<file path="src/rtl/pwm_ctrl_pkg.sv">
// Shared constants and types for the pwm duty command stage.
package pwm_ctrl_pkg;

    localparam int DATA_W = 16;

    localparam logic [2:0] ADDR_DUTY_L = 3'd0;
    localparam logic [2:0] ADDR_DUTY_H = 3'd1;
    localparam logic [2:0] ADDR_FREQ_L = 3'd2;
    localparam logic [2:0] ADDR_FREQ_H = 3'd3;
    localparam logic [2:0] ADDR_CTRL   = 3'd4;
    localparam logic [2:0] ADDR_STEP   = 3'd5;

    typedef enum logic [1:0] {
        DISARMED = 2'd0,
        RUN      = 2'd1,
        FAILSAFE = 2'd2
    } ctrlState_t;

    typedef logic [DATA_W-1:0] word_t;

endpackage

</file>
<file path="src/rtl/pwm_slew_step.sv">
// One slew step: move current toward target by at most step.
// A zero step jumps straight to the target.
module pwm_slew_step
    import pwm_ctrl_pkg::*;
(
    input  word_t      current,
    input  word_t      target,
    input  logic [7:0] step,
    output word_t      nextDuty
);

    logic          up;
    word_t         hi;
    word_t         lo;
    logic [DATA_W:0] diff;
    logic [DATA_W:0] stepExt;

    always_comb begin
        up       = (target >= current);
        hi       = up ? target : current;
        lo       = up ? current : target;
        diff     = {1'b0, hi} - {1'b0, lo};
        stepExt  = {{(DATA_W - 7){1'b0}}, step};
        nextDuty = target;
        if (step != 8'd0 && diff > stepExt) begin
            nextDuty = up ? current + {8'd0, step}
                          : current - {8'd0, step};
        end
    end

endmodule

</file>
<file path="src/rtl/pwm_duty_ctrl.sv">
// Host-facing duty/period command stage with slew limiting and
// a watchdog that forces a failsafe duty when commits stop.
module pwm_duty_ctrl
    import pwm_ctrl_pkg::*;
#(
    parameter int          TICK_DIV      = 1000,
    parameter int          TIMEOUT_TICKS = 50,
    parameter logic [15:0] FAILSAFE_DUTY = 16'h0000,
    parameter logic [15:0] FREQ_RESET    = 16'hFFFF
) (
    input  logic       clk,
    input  logic       reset,
    input  logic       wr_en,
    input  logic [2:0] wr_addr,
    input  logic [7:0] wr_data,
    output logic [7:0] pwmDutyl,
    output logic [7:0] pwmDutyh,
    output logic [7:0] pwmFreql,
    output logic [7:0] pwmFreqh,
    output logic       pwm_on,
    output logic       timeout
);

    localparam int CNT_W = $clog2(TICK_DIV);
    localparam int WD_W  = $clog2(TIMEOUT_TICKS + 1);
    localparam logic [CNT_W-1:0] CNT_MAX  = CNT_W'(TICK_DIV - 1);
    localparam logic [WD_W-1:0]  WD_LIMIT = WD_W'(TIMEOUT_TICKS);

    ctrlState_t       state;
    word_t            duty;
    word_t            target;
    word_t            period;
    logic [7:0]       dutyLo;
    logic [7:0]       freqLo;
    logic [7:0]       step;
    logic [CNT_W-1:0] tickCnt;
    logic [WD_W-1:0]  wdog;

    logic       wrDutyLo;
    logic       commit;
    logic       wrFreqLo;
    logic       wrFreqHi;
    logic       wrStep;
    logic       enWr;
    logic       disWr;
    logic       tick;
    logic       expire;
    logic [WD_W-1:0] wdNext;
    word_t      newTarget;
    word_t      slewTarget;
    word_t      slewNext;

    always_comb begin
        wrDutyLo = 1'b0;
        commit   = 1'b0;
        wrFreqLo = 1'b0;
        wrFreqHi = 1'b0;
        wrStep   = 1'b0;
        enWr     = 1'b0;
        disWr    = 1'b0;
        if (wr_en) begin
            unique case (1'b1)
                (wr_addr == ADDR_DUTY_L): wrDutyLo = 1'b1;
                (wr_addr == ADDR_DUTY_H): commit   = 1'b1;
                (wr_addr == ADDR_FREQ_L): wrFreqLo = 1'b1;
                (wr_addr == ADDR_FREQ_H): wrFreqHi = 1'b1;
                (wr_addr == ADDR_STEP):   wrStep   = 1'b1;
                (wr_addr == ADDR_CTRL): begin
                    enWr  = wr_data[0];
                    disWr = ~wr_data[0];
                end
                default: ;
            endcase
        end
    end

    assign newTarget  = {wr_data, dutyLo};
    assign tick       = (state != DISARMED) && (tickCnt == CNT_MAX);
    assign wdNext     = wdog + 1'b1;
    assign expire     = tick && (state == RUN) && (wdNext == WD_LIMIT);
    assign slewTarget = (state == FAILSAFE) ? FAILSAFE_DUTY : target;

    pwm_slew_step uSlew (
        .current  (duty),
        .target   (slewTarget),
        .step     (step),
        .nextDuty (slewNext)
    );

    always_ff @(posedge clk or posedge reset) begin
        if (reset) begin
            state   <= DISARMED;
            duty    <= '0;
            target  <= '0;
            period  <= FREQ_RESET;
            dutyLo  <= '0;
            freqLo  <= '0;
            step    <= '0;
            tickCnt <= '0;
            wdog    <= '0;
            pwm_on  <= 1'b0;
            timeout <= 1'b0;
        end else begin
            if (wrDutyLo) dutyLo <= wr_data;
            if (wrFreqLo) freqLo <= wr_data;
            if (wrFreqHi) period <= {wr_data, freqLo};
            if (wrStep)   step   <= wr_data;
            if (commit)   target <= newTarget;

            unique case (state)
                DISARMED: begin
                    duty    <= '0;
                    tickCnt <= '0;
                    wdog    <= '0;
                    timeout <= 1'b0;
                    if (enWr) begin
                        state  <= RUN;
                        pwm_on <= 1'b1;
                    end
                end
                RUN, FAILSAFE: begin
                    tickCnt <= tick ? '0 : tickCnt + 1'b1;
                    if (disWr) begin
                        state   <= DISARMED;
                        duty    <= '0;
                        tickCnt <= '0;
                        wdog    <= '0;
                        pwm_on  <= 1'b0;
                        timeout <= 1'b0;
                    end else if (commit) begin
                        // a tick coinciding with a commit still slews
                        // toward the target registered before it
                        state   <= RUN;
                        timeout <= 1'b0;
                        wdog    <= '0;
                        if (step == 8'd0)
                            duty <= newTarget;
                        else if (tick)
                            duty <= slewNext;
                    end else if (expire) begin
                        state   <= FAILSAFE;
                        timeout <= 1'b1;
                        duty    <= (step == 8'd0) ? FAILSAFE_DUTY
                                                  : slewNext;
                    end else begin
                        if (tick && state == RUN)
                            wdog <= wdNext;
                        if (tick || step == 8'd0)
                            duty <= slewNext;
                    end
                end
                default: begin
                    state  <= DISARMED;
                    pwm_on <= 1'b0;
                end
            endcase
        end
    end

    assign pwmDutyl = duty[7:0];
    assign pwmDutyh = duty[15:8];
    assign pwmFreql = period[7:0];
    assign pwmFreqh = period[15:8];

endmodule
</file>
<file path="config.mk">
export PLATFORM = sky130hd
export DESIGN_NAME = pwm_duty_ctrl
export DESIGN_NICKNAME = d
export VERILOG_FILES = /design/src/rtl/pwm_ctrl_pkg.sv /design/src/rtl/pwm_slew_step.sv /design/src/rtl/pwm_duty_ctrl.sv
export SDC_FILE = /design/constraint.sdc
export NUM_CORES = 1
export LEC_CHECK = 0
export BUFFER_PORTS_ARGS = -buffer_cell sky130_fd_sc_hd__buf_2
export CAP_MARGIN = 20
export CORE_MARGIN = 8
export CORE_UTILIZATION = 40
export DETAILED_ROUTE_END_ITERATION = 10
export GPL_ROUTABILITY_DRIVEN = 0
export PLACE_DENSITY_LB_ADDON = 0.1
export SLEW_MARGIN = 20
export SYNTH_ARGS = -nofsm -noshare
export SYNTH_HDL_FRONTEND = slang
export SYNTH_SLANG_ARGS = --single-unit
</file>
<file path="constraint.sdc">
create_clock -name clk -period 10.1 [get_ports clk]
set_clock_uncertainty 0.1 [all_clocks]
set_input_delay 1.515 -clock clk [delete_from_list [all_inputs] [get_ports clk]]
set_output_delay 1.515 -clock clk [all_outputs]
set_load 0.01 [all_outputs]
</file>
==> key figures, run 1 <==
Setup path
  • Arrival time at the worst endpoint: 7490 ps
  • Worst setup path class: reg2reg
  • CP most frequent cell: sky130_fd_sc_hd__ha_1
  • CP startpoint kind: flip-flop
  • CP required: 10220 ps
  • Biggest cell delay along the critical path: 810 ps
  • Crit path max fanout: 25
  • Category of the worst setup path capture point: flip-flop
  • Critical-path top delay cell: sky130_fd_sc_hd__nor3_4

STA
  • Final Hold Violating Endpoints: 0
  • Total Neg Setup Slack: 0 ps
  • Setup repair after global routing missed its margin: no
  • Slew margin rel.: 39.5%
  • Share of the clock period used by the worst path: 73.0%
  • Highest achievable clock rate: 136 MHz
  • Fin. max-slew vios: 0
  • Minimum clock period: 7370 ps
  • Number of endpoints failing setup at the final stage: 0
  • Worst-margin pin slew: between 900 and 1000 ps

Drt
  • Routed wire length: around 22000 microns
  • Number of design rule violations left after detail routing: 0
  • Total iterations of the first detailed-routing run: 5
  • Drt initial violations: 414
  • Routed vias: 6544
  • Via count normalized by instance count: ~6
  • Number of nets with antenna violations after routing: 0
  • DR WL/cell: just under 20 microns

Layout
  • Share of cells above drive strength 1: 16.0%
  • Fill count: 1758
  • Most frequent cells in the layout: 110 x sky130_fd_sc_hd__nand2_1, 76 x sky130_fd_sc_hd__dfrtp_1, 63 x sky130_fd_sc_hd__o21ai_0
  • Antenna Diode Count: 0
  • Final #Nets: roughly 950
  • Most common library cell in the layout ignoring fill and taps: sky130_fd_sc_hd__nand2_1
  • P&R area growth vs syn: 10.7%

Clocking
  • Insertion delay of the later-clocked pin in the worst-skew pair: about 340 ps
  • Num CTS Buffers: 9
  • Post-CTS Setup Inserts: 0
  • Clock sink total: slightly above 90
  • Root Buffer Master: sky130_fd_sc_hd__clkbuf_16
  • CTS H-Tree Depth: 3
  • Clock tree from TritonCTS: done
  • Clock input transition at the sequential cells of the worst setup and hold paths: roughly 70 ps
  • Maximum number of buffers from clock root to sink: 2
  • Cts hold-fix bufs: 0
  • Number of resized instances in the post-cts repair step: 0

Global routing
  • Pin count of the biggest net entering global routing: between 60 and 70
  • Overall routing resource usage: between 15 and 20%
  • First-pass GRT wire length: 35300 microns
  • Number of global-route vias before repair: 6424
  • Number of antenna violations at the first check in global routing: 0
  • Congestion Overflow GR: 0

Pwr
  • Switching power total: 0.00143 W
  • Part of the total power dissipated in combinational logic: 67.5%
  • Total power divided by cell area: 368 mW/mm^2
  • Post-layout total power: between 0.002 and 0.003 W
  • Internal Power: 0.00150 W
  • Clock network power share: about an eighth
  • Fraction of power spent switching nets: 48.9%
  • Maximum VDD drop: 150 uV
  • Register share of total power: between 20% and 30%
  • Static power due to leakage: around 3.6 nW

Die
  • Horiz. Die Dim: between 150 and 200 microns
  • Starting density of the core: 40.4%
  • Core Region: 0.0178 sq mm
  • Vert. Die Dim: 150 microns
  • Site row count: approximately 50
  • DIE AREA: ~0.023 sq mm
  • Top-level port count: 48

Run
  • Maximum Capacitance Violations: 0

Yosys
  • Count of state elements after synthesis: 92
  • Post-synthesis instance total: between 800 and 900
  • Post-synthesis area per instance: 8.52 sq um
  • YS warnings: 0
  • Area of the mapped netlist: ~0.0072 sq mm
  • Share of the yosys chip area belonging to registers: 32.3%
  • Post-synth ARST share: 100%
  • Top_reg_cell synth: sky130_fd_sc_hd__dfrtp_1
  • Count of flip-flops with a built-in enable after synthesis: 0
  • Count of distinct cell types in the synthesized netlist: 76
  • Net count after synthesis: 916

Status
  • Run status: finished clean

Hold path
  • Path class of the lowest-slack min-delay path: reg2reg

Placed design
  • Final HPWL DP: 16400 microns
  • Count of port buffers added during placement: 47
-- logic make-up (layout without fill, tap and decap cells) --
| family | Yosys count | after routing | share of synthesized area (%) |
|---|---|---|---|
| simple gates | 279 | 279 | 18.5 |
| compound gates | 245 | 245 | 22.6 |
| flops | 92 | 92 | 32.3 |
| buf+inv | 87 | 124 | 4.83 |
| fa+ha+maj | 57 | 57 | 10.0 |
| mux | 49 | 49 | 7.47 |
| xor+xnor | 36 | 36 | 4.38 |
-- routing by layer --
layer	GRT usage, %	wire [microns]	up-vias
li1	-	-	3116
met1	28.1	10400	3160
met2	30.4	9650	238
met3	2.52	1300	30
met4	6.10	432	0
met5	0	0	-
-- flip-flops by register name, summed over array words and instances, names as in the netlist --
register	count
pwm_on	1
duty	16
period	16
state	2
freqLo	8
wdog	6
tickCnt	10
dutyLo	8
target	16
timeout	1
step	8
-- final cells by class --
class                      count  area, sq um  share of cell area (%)
clock inverter                 6         76.3                   0.957
timing repair buffer          55          295                    3.70
clock buffer                  10          250                    3.14
sequential                    92         2320                    29.1
inverter                      53          201                    2.53
multi-input combinational    666         4540                    57.0
tap                          229          287                    3.59
-- cells in the mapped netlist (all sizes together) (10+ instances only) --
cell type  instances  area share, %
o21ai             65            4.5
xor2              10            1.2
o31ai             20            2.2
ha                56            9.7
xnor2             26            3.2
mux2i             11            1.5
nor2b             14            1.2
a21oi             54            3.8
inv               53            2.8
mux2              38            5.9
nand3             30            2.1
dfrtp             76             26
nand4             15            1.3
o22ai             13            1.1
a21o              10            1.0
nand2            110            5.7
dfstp             16            5.8
nor2              61            3.2
clkbuf            25            1.3
-- worst max-delay path: cells and delay by family (launching register included) --
family	cells	cell delay, ps
compound gates	14	2850
simple gates	5	1670
fa+ha+maj	4	1260
buf+inv	4	810
flops	1	410
xor+xnor	1	140
-- power by group through the flow --
stage          clock network (W)  logic (W)  registers, W
5_1_grt                 0.000389    0.00220      0.000599
4_1_cts                 0.000377    0.00197      0.000584
3_3_place_gp                   0    0.00192      0.000585
2_1_floorplan                  0    0.00149      0.000564
6_report                0.000368    0.00198      0.000585
3_5_place_dp                   0    0.00195      0.000590
-- per-stage QoR --
| step | cells | worst slack, ps | hold WS [ps] | instance area (sq um) | utilization [%] |
|---|---|---|---|---|---|
| after floorplan | 845 | 3940 | 338 | 7200 | - |
| after detailed placement | 1095 | 2830 | 355 | 7650 | 42.9 |
| after global placement | 1095 | 3060 | 354 | 7650 | 42.9 |
| after CTS | 1111 | 2800 | 371 | 7970 | 44.7 |
| final | 1111 | 2730 | 370 | 7970 | 44.7 |
| after global routing | 1111 | 2220 | 419 | 7970 | 44.7 |
-- final timing paths --
check                                        from                      to  slack [ps]  cells after the start
max                          state[0]$_DFFE_PP0P_     duty[4]$_DFFE_PP0P_        2730                     28
min                        target[11]$_DFFE_PP0P_  target[11]$_DFFE_PP0P_         370                      2
max reg2reg                  state[0]$_DFFE_PP0P_     duty[4]$_DFFE_PP0P_        2730                     28
min reg2reg                target[11]$_DFFE_PP0P_  target[11]$_DFFE_PP0P_         370                      2
max in group asynchronous                   reset     duty[3]$_DFFE_PP0P_        7690                      3
min in group asynchronous                   reset   freqLo[7]$_DFFE_PP0P_        1050                      2
(Power assumes the default switching activity.)
==> run 2: changes to the inputs <==
- clock period: 10.1 -> 7.15 ns (I/O delays scaled with it)
==> key figures, run 2 (synthesized netlist as in run 1, its figures left out) <==
Setup path
  • Worst R2R Path Depth: 29
  • CP required: 7270 ps
  • Crit path max fanout: 25
  • Biggest cell delay along the critical path: 460 ps
  • CP startpoint kind: flip-flop
  • Crit path buffers/inverters: 5
  • Reg2Reg Setup Slack: about 560 ps
  • Cell type group with the largest total delay on the critical path: compound AO/OA/AOI/OAI gates
  • Critical-path top delay cell: sky130_fd_sc_hd__a2111oi_2
  • Arrival time at the worst endpoint: 6710 ps
  • Worst setup startpoint: state[0]$_DFFE_PP0P_
  • Worst setup path class: reg2reg
  • Reg2reg end: duty[4]$_DFFE_PP0P_
  • Worst flop-to-flop path startpoint: state[0]$_DFFE_PP0P_
  • Category of the worst setup path capture point: flip-flop

Drt
  • Routed vias: 6690
  • Routed wire length: 22100 microns
  • Number of nets with antenna violations after routing: 0
  • Drt initial violations: 573
  • DR WL/cell: 19.7 microns
  • Via count normalized by instance count: 5.97
  • Total iterations of the first detailed-routing run: 5
  • Number of design rule violations left after detail routing: 0

Layout
  • Antenna Diode Count: 0
  • Final #Nets: 958
  • Share of cells above drive strength 1: 17.0%
  • Registers with the most flip-flops: duty (16), period (16), target (16)
  • Most frequent cells in the layout: 110 x sky130_fd_sc_hd__nand2_1, 76 x sky130_fd_sc_hd__dfrtp_1, 63 x sky130_fd_sc_hd__o21ai_0
  • Most common library cell in the layout ignoring fill and taps: sky130_fd_sc_hd__nand2_1
  • Final Cell Area: a little over 0.008 sq mm
  • P&R area growth vs syn: 12.1%

Pwr
  • Maximum VDD drop: about 270 uV
  • Clock network power share: 12.1%
  • Fraction of power spent switching nets: 48.9%
  • Total power divided by cell area: 522 mW/mm^2
  • Switching power total: 0.00206 W
  • Static power due to leakage: 3.67 nW
  • Internal Power: 0.00215 W
  • Part of the total power dissipated in combinational logic: 68.3%
  • Register share of total power: approximately 20%

Global routing
  • Pin count of the biggest net entering global routing: 76
  • Number of global-route vias before repair: 6545
  • Overall routing resource usage: 20.2%
  • First-pass GRT wire length: 36000 microns
  • M2 GR Usage: 31.1%
  • Congestion Overflow GR: 0
  • Number of antenna violations at the first check in global routing: 0
  • GRT busiest layer: met2
  • GR met3 Demand/Resource: around 2.4%
  • Global-route track usage on met1: 29.2%

Clocking
  • Clock tree from TritonCTS: done
  • Num CTS Buffers: 9
  • Clock input transition at the sequential cells of the worst setup and hold paths: 70 ps
  • Clock sink total: 92
  • Maximum number of buffers from clock root to sink: 2
  • Insertion delay of the later-clocked pin in the worst-skew pair: 340 ps
  • Cts hold-fix bufs: 0
  • Root Buffer Master: sky130_fd_sc_hd__clkbuf_16
  • CTS H-Tree Depth: 3

STA
  • Number of endpoints failing setup at the final stage: 0
  • Highest achievable clock rate: 152 MHz
  • Minimum clock period: 6590 ps
  • Fin. max-slew vios: 0
  • Share of the clock period used by the worst path: 92.2%
  • Worst-margin pin slew: 994 ps
  • Final Hold Violating Endpoints: 0
  • Setup repair after global routing missed its margin: no
  • Slew margin rel.: between 30% and 40%
  • Total Neg Setup Slack: 0 ps

Hold path
  • Origin of the worst min-delay path: target[11]$_DFFE_PP0P_
  • Path class of the lowest-slack min-delay path: reg2reg
  • Cell depth of the worst min-delay path: 2
  • Hold EP: target[11]$_DFFE_PP0P_

Placed design
  • Final HPWL DP: 16500 microns
  • Post-DP Area: between 0.007 and 0.008 sq mm
  • Count of port buffers added during placement: 47

Die
  • Vert. Die Dim: 150 microns
  • Starting density of the core: 40.4%
  • Core Region: 0.0178 sq mm
  • Horiz. Die Dim: 150 microns
  • DIE AREA: about 0.023 sq mm
  • Site row count: 49
  • Top-level port count: 48

Run
  • Maximum Capacitance Violations: 0

Status
  • Run status: finished clean
[run 2: how the worst max path moves through the flow]
stage | end | cells past startpoint | slack, ps
6_report | duty[4]$_DFFE_PP0P_ | 29 | 560
5_1_grt | duty[2]$_DFFE_PP0P_ | 30 | 110
3_5_place_dp | duty[4]$_DFFE_PP0P_ | 29 | 430
2_1_floorplan | duty[9]$_DFFE_PP0P_ | 31 | 990
3_3_place_gp | duty[4]$_DFFE_PP0P_ | 29 | 680
4_1_cts | duty[4]$_DFFE_PP0P_ | 29 | 390
[run 2: worst min-delay path: cells and delay by family (launching register included)]
kind	cells	cell delay (ps)
simple gates	2	100
flops	1	340
[run 2: power by group through the flow]
stage                     Clock [W]  Sequential [W]  Combinational, W
final                      0.000512        0.000825           0.00287
after floorplan                   0        0.000797           0.00211
after global routing       0.000548        0.000843           0.00320
after global placement            0        0.000824           0.00276
after CTS                  0.000524        0.000821           0.00283
after detailed placement          0        0.000830           0.00280
[run 2: metrics by stage]
stage               setup slack [ps]  std cells  total power (W)  hold slack, ps  util (%)
finish                           557       1121          0.00421             371      45.2
global route                     109       1121          0.00459             396      45.2
CTS                              394       1117          0.00417             376      44.9
detailed placement               435       1101          0.00363             358      43.1
global placement                 683       1101          0.00358             354      43.1
floorplan                        986        845          0.00290             338         -
[run 2: layout make-up]
class                      instances  area, sq um
fill                            1766         9770
multi-input combinational        666         4560
sequential                        92         2320
timing repair buffer              65          374
tap                              229          287
clock buffer                      10          250
inverter                          53          205
clock inverter                     6         75.1
[run 2: what timing repair did]
item | CTS | global route
setup endpoints to repair | 0 | 16
resized for setup | 0 | 5
buffers inserted | 0 | 4
[run 2: metal layers]
layer	part of all wire, %	vias up	wire length, microns
met5	0	-	0
met4	1.4	0	308
met3	5.4	20	1200
met2	45	253	9940
met1	48	3271	10700
li1	-	3146	-
==> run 3: changes to the inputs <==
- CORE_MARGIN: 8 -> 2
- RECOVER_POWER: default -> 25
==> key figures, run 3 (synthesized netlist as in run 1, its figures left out) <==
Status
  • Run status: finished with violations
  • Failing checks: capacitance limit, slew limit

STA
  • Share of the clock period used by the worst path: between 90% and 100%
  • Highest achievable clock rate: 150 MHz
  • Slew margin rel.: -19.6%
  • Total Neg Setup Slack: 0 ps
  • Fin. max-slew vios: between 40 and 50
  • Worst-margin pin slew: 1780 ps
  • Worst Slack Setup Final: 502 ps
  • Number of endpoints failing setup at the final stage: 0
  • Minimum clock period: approximately 6600 ps
  • Final Hold Violating Endpoints: 0
  • Setup repair after global routing missed its margin: no

Setup path
  • Crit path max fanout: 25
  • Worst setup startpoint: state[0]$_DFFE_PP0P_
  • Worst R2R Path Depth: 29
  • Category of the worst setup path capture point: flip-flop
  • Worst setup path class: reg2reg
  • Reg2reg end: duty[4]$_DFFE_PP0P_
  • CP most frequent cell: sky130_fd_sc_hd__ha_1
  • Worst flop-to-flop path startpoint: state[0]$_DFFE_PP0P_
  • CP required: 7280 ps
  • Critical-path top delay cell: sky130_fd_sc_hd__dfrtp_1
  • Arrival time at the worst endpoint: around 6800 ps
  • CP endpoint: duty[4]$_DFFE_PP0P_
  • Biggest cell delay along the critical path: 420 ps
  • Reg2Reg Setup Slack: between 500 and 600 ps
  • CP startpoint kind: flip-flop

Die
  • DIE AREA: 0.0191 sq mm
  • Vert. Die Dim: 138 microns
  • Site row count: 49
  • Horiz. Die Dim: 138 microns
  • Top-level port count: 48
  • Core Region: 0.0178 sq mm
  • Starting density of the core: 40.4%

Pwr
  • Post-layout total power: 0.00419 W
  • Register share of total power: 19.5%
  • Maximum VDD drop: approximately 220 uV
  • Clock network power share: 12.0%
  • Part of the total power dissipated in combinational logic: 68.4%
  • Static power due to leakage: between 3 and 4 nW
  • Internal Power: 0.00214 W
  • Total power divided by cell area: 519 mW/mm^2
  • Switching power total: 0.00205 W
  • Fraction of power spent switching nets: 49.0%

Drt
  • Routed wire length: 21600 microns
  • DR WL/cell: 19.2 microns
  • Routed vias: around 6600
  • Number of nets with antenna violations after routing: 0
  • Via count normalized by instance count: 5.89
  • Total iterations of the first detailed-routing run: 5
  • Number of design rule violations left after detail routing: 0
  • Drt initial violations: 571

Global routing
  • Number of global-route vias before repair: around 6200
  • First-pass GRT wire length: 34500 microns
  • Pin count of the biggest net entering global routing: 52
  • Number of antenna violations at the first check in global routing: 0
  • Overall routing resource usage: 22.5%
  • Congestion Overflow GR: 0

Layout
  • Post-route non-filler standard cell count: 1123
  • Register Area: 0.00232 sq mm
  • Multi-input combinational cell area: between 0.004 and 0.005 sq mm
  • Share of cells above drive strength 1: 16.8%
  • P&R area growth vs syn: 12.1%
  • Final #Nets: 960
  • Fill count: around 1800
  • Most common library cell in the layout ignoring fill and taps: sky130_fd_sc_hd__nand2_1
  • Antenna Diode Count: 0
  • Most frequent cells in the layout: 110 x sky130_fd_sc_hd__nand2_1, 76 x sky130_fd_sc_hd__dfrtp_1, 63 x sky130_fd_sc_hd__o21ai_0
  • Registers with the most flip-flops: duty (16), period (16), target (16)

Placed design
  • Setup WS pre-CTS: 460 ps
  • Placed Cells: 1103
  • Count of port buffers added during placement: 47
  • Final HPWL DP: 16300 microns

Clocking
  • Cts hold-fix bufs: 0
  • Clock tree from TritonCTS: done
  • Insertion delay of the later-clocked pin in the worst-skew pair: 340 ps
  • Maximum number of buffers from clock root to sink: 2
  • Num CTS Buffers: 9
  • Clock sink total: 92
  • CTS H-Tree Depth: 3
  • Clock input transition at the sequential cells of the worst setup and hold paths: 70 ps
  • Root Buffer Master: sky130_fd_sc_hd__clkbuf_16

Run
  • Maximum Capacitance Violations: 1

Hold path
  • Cell depth of the worst min-delay path: 2
  • Path class of the lowest-slack min-delay path: reg2reg
[run 3: final cells by class]
type | instances | area share, %
Multi-Input combinational cell | 666 | 56.4
Sequential cell | 92 | 28.8
Timing Repair Buffer | 67 | 4.74
Tap cell | 229 | 3.55
Clock buffer | 11 | 3.41
Inverter | 53 | 2.53
Clock inverter | 5 | 0.558
[run 3: worst min path at each step]
stage | slack, ps | startpoint | end
after global placement | 360 | target[13]$_DFFE_PP0P_ | target[13]$_DFFE_PP0P_
after detailed placement | 370 | target[13]$_DFFE_PP0P_ | target[13]$_DFFE_PP0P_
final | 380 | target[13]$_DFFE_PP0P_ | target[13]$_DFFE_PP0P_
after floorplan | 340 | target[11]$_DFFE_PP0P_ | target[11]$_DFFE_PP0P_
after CTS | 380 | target[13]$_DFFE_PP0P_ | target[13]$_DFFE_PP0P_
after global routing | 420 | period[8]$_DFFE_PP1P_ | period[8]$_DFFE_PP1P_
[run 3: power groups by stage]
stage / registers, W / logic [W] / clock network, W
final: 0.000819 / 0.00287 / 0.000504
after global routing: 0.000838 / 0.00317 / 0.000541
after CTS: 0.000816 / 0.00282 / 0.000514
after detailed placement: 0.000825 / 0.00280 / 0
after global placement: 0.000818 / 0.00275 / 0
after floorplan: 0.000797 / 0.00211 / 0
[run 3: what timing repair did]
| action | in CTS | in global routing |
|---|---|---|
| endpoints found under the setup margin | 0 | 16 |
| setup buffers | 0 | 4 |
| endpoints found under the hold margin | 0 | 0 |
| gates resized for setup | 0 | 4 |
[run 3: worst max-delay path: cells and delay by family (launching register included)]
| family | cells | cell delay, ps |
|---|---|---|
| flip-flops | 1 | 420 |
| AND/OR/NAND/NOR | 4 | 860 |
| adder cells (fa/ha/maj) | 4 | 1150 |
| AO/OA/AOI/OAI | 15 | 2890 |
| XOR/XNOR | 1 | 130 |
| buffers and inverters | 5 | 980 |
[run 3: stage by stage]
stage	hold slack, ps	instance area [sq um]	util [%]
detailed placement	365	7700	43.2
global route	416	8070	45.2
CTS	382	8020	45.0
floorplan	338	7200	-
global placement	361	7700	43.2
finish	384	8070	45.2
[run 3: layer usage]
metal  vias up  track usage [%]  wire (microns)  share of wire, %
met5         -                0               0                 0
met1      3181             33.3           10300                48
met3        34             3.08            1310               6.1
met4         0             6.28             429               2.0
met2       259             34.6            9500                44
li1       3146                -               -                 -
